[src/rtl/seq_addsub.sv]
// Multi-cycle adder/subtractor: one CHUNK-bit slice per clock with a registered carry.
// Define SEQ_ADDSUB_SAT_EN to saturate the result to signed limits on overflow.
module seq_addsub #(
  parameter int WIDTH = 32,
  parameter int CHUNK = 4
) (
  input  logic             clk,
  input  logic             rst,
  input  logic             start,
  input  logic             sub,
  input  logic [WIDTH-1:0] a,
  input  logic [WIDTH-1:0] b,
  output logic             busy,
  output logic             done,
  output logic [WIDTH-1:0] result,
  output logic             c_out,
  output logic             overflow
);

  localparam int N  = (CHUNK > 0) ? WIDTH / CHUNK : 1;
  localparam int CW = (N > 1) ? $clog2(N) : 1;
  localparam logic [CW-1:0] LAST = CW'(N - 1);

  generate
    if (CHUNK < 1 || (WIDTH % CHUNK) != 0) begin : g_bad_params
      $error("seq_addsub: WIDTH must be a non-zero multiple of CHUNK");
    end
  endgenerate

  typedef enum logic {IDLE, CALC} state_t;

  state_t           r_state;
  logic [WIDTH-1:0] r_a;
  logic [WIDTH-1:0] r_b;
  logic [WIDTH-1:0] r_acc;
  logic             r_sub;
  logic             r_carry;
  logic [CW-1:0]    r_cnt;

  logic [CHUNK-1:0] w_a_c;
  logic [CHUNK-1:0] w_bx;
  logic [CHUNK:0]   w_sum;
  logic             w_ovf;
  logic [WIDTH-1:0] w_final;
  logic [WIDTH-1:0] w_res;

  // Subtract is a + ~b + 1: the +1 comes from preloading the carry with sub.
  assign w_a_c = r_a[CHUNK*int'(r_cnt) +: CHUNK];
  assign w_bx  = r_b[CHUNK*int'(r_cnt) +: CHUNK] ^ {CHUNK{r_sub}};
  assign w_sum = {1'b0, w_a_c} + {1'b0, w_bx} + {{CHUNK{1'b0}}, r_carry};
  // Same-sign operands producing an opposite-sign MSB; only meaningful on the last chunk.
  assign w_ovf = (w_a_c[CHUNK-1] ~^ w_bx[CHUNK-1]) & (w_sum[CHUNK-1] ^ w_a_c[CHUNK-1]);

  // NOTE: every signal written here gets a default first so no latch is inferred.
  always_comb begin
    w_final = r_acc;
    w_final[CHUNK*int'(r_cnt) +: CHUNK] = w_sum[CHUNK-1:0];
    w_res = w_final;
`ifdef SEQ_ADDSUB_SAT_EN
    if (w_ovf) begin
      w_res = w_a_c[CHUNK-1] ? {1'b1, {(WIDTH-1){1'b0}}} : {1'b0, {(WIDTH-1){1'b1}}};
    end
`endif
  end

  // NOTE: state uses non-blocking assignments so every register samples pre-edge values.
  always_ff @(posedge clk or posedge rst) begin
    if (rst) begin
      r_state  <= IDLE;
      r_a      <= '0;
      r_b      <= '0;
      r_acc    <= '0;
      r_sub    <= 1'b0;
      r_carry  <= 1'b0;
      r_cnt    <= '0;
      busy     <= 1'b0;
      done     <= 1'b0;
      result   <= '0;
      c_out    <= 1'b0;
      overflow <= 1'b0;
    end else begin
      done <= 1'b0;
      case (r_state)
        IDLE: begin
          if (start) begin
            r_a     <= a;
            r_b     <= b;
            r_sub   <= sub;
            r_carry <= sub;
            r_cnt   <= '0;
            busy    <= 1'b1;
            r_state <= CALC;
          end
        end
        CALC: begin
          r_acc   <= w_final;
          r_carry <= w_sum[CHUNK];
          if (r_cnt == LAST) begin
            result   <= w_res;
            c_out    <= w_sum[CHUNK];
            overflow <= w_ovf;
            done     <= 1'b1;
            busy     <= 1'b0;
            r_state  <= IDLE;
          end else begin
            r_cnt <= r_cnt + 1'b1;
          end
        end
        default: r_state <= IDLE;
      endcase
    end
  end

endmodule

[config.mk]
export PLATFORM = sky130hd
export DESIGN_NAME = seq_addsub
export DESIGN_NICKNAME = d
export VERILOG_FILES = /design/src/rtl/seq_addsub.sv
export SDC_FILE = /design/constraint.sdc
export NUM_CORES = 1
export LEC_CHECK = 0
export CORE_AREA = 2 2 113 115
export DETAILED_ROUTE_END_ITERATION = 8
export DIE_AREA = 0 0 115 117
export GPL_ROUTABILITY_DRIVEN = 0
export MAX_ROUTING_LAYER = met4
export PLACE_DENSITY = 0.8
export SETUP_SLACK_MARGIN = 0.1
export SLEW_MARGIN = 0
export SYNTH_ARGS = -nofsm -noshare
export SYNTH_HDL_FRONTEND = slang
export SYNTH_SLANG_ARGS = --single-unit
[constraint.sdc]
create_clock -name clk -period 7.6 [get_ports clk]
set_clock_uncertainty 0.2 [all_clocks]
set_input_delay 0.76 -clock clk [delete_from_list [all_inputs] [get_ports clk]]
set_output_delay 0.76 -clock clk [all_outputs]
set_load 0.01 [all_outputs]
==> flow_summary_export.csv <==
group,metric,value,unit
pwr,p_switching,1.766,mW
sta,tns,0,ns
synthesis,synth_seq_cells,138,
grt,grt_max_degree,76,
pwr,seqPwrFrac,0.304,
cts,htree_levels,4,
cts,clock-root-buffer,"clkbuf_16",
hold_path,min_path_type,"flop to flop",
sta,final_max_slew_viol_count,0,
grt,antenna_found_initial,0,
setup_path,max_stage_delay,0.93,ns
cts,clk_latency,0.42,ns
setup_path,cp.required,7.74,ns
synthesis,syn_avg_cell_area,12.86,um^2
outcome,status,"completed",
setup_path,critPathKind,"flop to flop",
pwr,p_clk_frac,0.178,
synthesis,synth-seq-area-share,0.5253,
pwr,power_frac_comb,0.518,
setup_path,crit_family,"flip-flops",
synthesis,synth-edff-count,0,
placement,place_area,7675,um^2
synthesis,async_flop_share,1.000,
cts,post_cts_buffers,0,
grt,grt_pass1_wl,23690,um
die,rows,41,
finish,antenna_cells,0,
pwr,power_switching_share,0.4113,
sta,rsz0062_at_grt,"false",
synthesis,synthCells,511,
finish,layout.nets,688,
setup_path,worstSetupStartpointType,"flop",
route,drt_first_pass_iters,5,
placement,portBuffers,103,
grt,grt_overflow,0,
route,num_vias,4402,
die,fp.dieArea,13460,um^2
grt,grt_pass1_vias,4820,
pwr,p_per_area,522.1,nW/um^2
setup_path,crit_buf_inv,0,
route,drt_iter0_markers,249,
sta,period_share,0.5255,
sta,hold_viol,0,
synthesis,yosys_warnings,0,
finish,drive_gt1_frac,0.2625,
sta,hold_slack,0.2730,ns
sta,finalSetupViolCount,0,
grt,track_usage,0.2393,
die,fp.dieW,115,um
route,viasPerCell,5.709,
finish,final_common_cell,"dfrtp_1",
die,initial_utilization,0.5339,
cts,cts_hold_buf,0,
setup_path,path_cells,"mux4_2 -> mux2i_1 -> xor2_1 -> fa_1 -> fa_1 -> xnor2_1 -> nand2b_1 -> nor2_1 -> mux2i_1 -> o21ai_0",
setup_path,end_kind,"flop",
sta,fmax,0.2504,GHz
cts,clock_path_buffers,2,
cts,cts_sinks,138,
die,die_y,117,um
finish,final_area,8225,um^2
synthesis,ys.flop_type,"dfrtp_1",
synthesis,syn_area,6574,um^2
placement,dpl.hpwl,9727,um
route,wl_per_cell,18.14,um
sta,fin_crit,3.994,ns
cts,cts_tree,"built",
sta,tightest_slew,0.9106,ns
pwr,vdd_drop_max,0.3326,mV
pwr,p_int,2.528,mW
cts,cts_repair_resize_count,0,
sta,max_slew_margin,0.3929,
cts,cts.clk_slew.worst_paths,0.06,ns
die,coreArea,12310,um^2
pwr,leakage,3.615,nW
setup_path,crit_path_max_fanout,27,
finish,syn_to_final_growth,25.12,%
synthesis,synth.net_count,591,
finish,layout_common_cells,"137 x dfrtp_1, 103 x clkdlybuf4s50_1, 85 x mux2_2, 54 x nand2_1, 26 x o21ai_0",
route,final_antenna_net_count,0,
route,wl,13990,um
cts,numCtsBuffers,17,
setup_path,critPathSlowestCell,"dfrtp_2",
flow_run,cap_violations,0,
die,io_pins,104,
setup_path,cp_data_arrival_time,4.13,ns
route,drcViolationCount,0,
synthesis,netlist-cell-type-count,54,
==> cells in the mapped netlist (4+ instances only) <==
cell type,instances,area share
inv_1,9,0.0051
ha_1,10,0.019
a21oi_1,13,0.0099
o21ai_0,26,0.020
dfrtp_1,138,0.53
buf_2,15,0.011
nand2_2,4,0.0038
nor2_1,12,0.0069
nor3_1,11,0.0084
xnor2_1,7,0.0093
and3_1,4,0.0038
mux4_2,14,0.048
mux2_2,85,0.15
o21ai_1,10,0.0076
nand2_1,55,0.031
clkbuf_1,9,0.0051
o31ai_1,11,0.013
mux2i_1,22,0.033
==> layer usage <==
layer | global-route usage | part of all wire | vias up | routed length, um
li1 | - | - | 2030 | -
met1 | 0.2841 | 0.42 | 2190 | 5840
met2 | 0.3839 | 0.50 | 145 | 7041
met3 | 0.05973 | 0.053 | 37 | 738
met4 | 0.1189 | 0.026 | 0 | 368
met5 | - | 0 | - | 0
==> tightest hold or removal path, stage by stage, from the launching register on <==
cell and delay, ns:
dfrtp_1 0.33, nand2_1 0.04, o21ai_0 0.06
==> power groups by stage <==
stage / logic, mW / registers, mW / clock network, mW
after floorplan: 1.67 / 1.22 / 0
after global placement: 2.12 / 1.30 / 0
after detailed placement: 2.20 / 1.32 / 0
after CTS: 2.23 / 1.31 / 0.775
after global routing: 2.43 / 1.35 / 0.811
final: 2.22 / 1.31 / 0.766
==> per-stage QoR <==
step / setup slack (ns) / power, mW / cells / util
after floorplan: 2.944 / 2.899 / 511 / -
after global placement: 3.737 / 3.416 / 739 / 0.6234
after detailed placement: 3.652 / 3.516 / 739 / 0.6234
after CTS: 3.583 / 4.310 / 771 / 0.6681
after global routing: 3.310 / 4.594 / 771 / 0.6681
final: 3.606 / 4.294 / 771 / 0.6681
==> cells by family (layout without fill, tap and decap cells) <==
kind of cell | count (synthesis) | in the layout | share of synthesized area
buf+inv | 40 | 150 | 0.03159
fa+ha+maj | 12 | 12 | 0.02512
compound gates | 76 | 76 | 0.07670
simple gates | 112 | 112 | 0.09098
mux | 125 | 125 | 0.2396
flops | 138 | 138 | 0.5253
xor+xnor | 8 | 8 | 0.01066
==> sequential cells by signal, summed over array words and instances (netlist names) <==
name / cells
busy: 1
c_out: 1
done: 1
overflow: 1
r_a: 32
r_acc: 32
r_b: 32
r_carry: 1
r_cnt: 3
r_state: 1
r_sub: 1
result: 32
==> area by class of cell <==
type | count | area [um^2]
Fill cell | 910 | 4086
Sequential cell | 138 | 3455
Multi-Input combinational cell | 333 | 2923
Timing Repair Buffer | 107 | 1061
Clock buffer | 24 | 481.7
Tap cell | 150 | 187.7
Clock inverter | 8 | 68.82
Inverter | 11 | 48.80
==> final timing paths <==
path / from / end / slack, ns / cells after the start
min reg2reg: r_acc[7] / r_acc[7] / 0.27 / 2
max in group asynchronous: rst / r_cnt[0] / 5.24 / 3
max: r_cnt[0] / result[22] / 3.61 / 10
max reg2reg: r_cnt[0] / result[22] / 3.61 / 10
min: r_acc[7] / r_acc[7] / 0.27 / 2
min in group asynchronous: rst / result[28] / 0.58 / 2
Note: power is estimated with default switching activity, not from simulation.
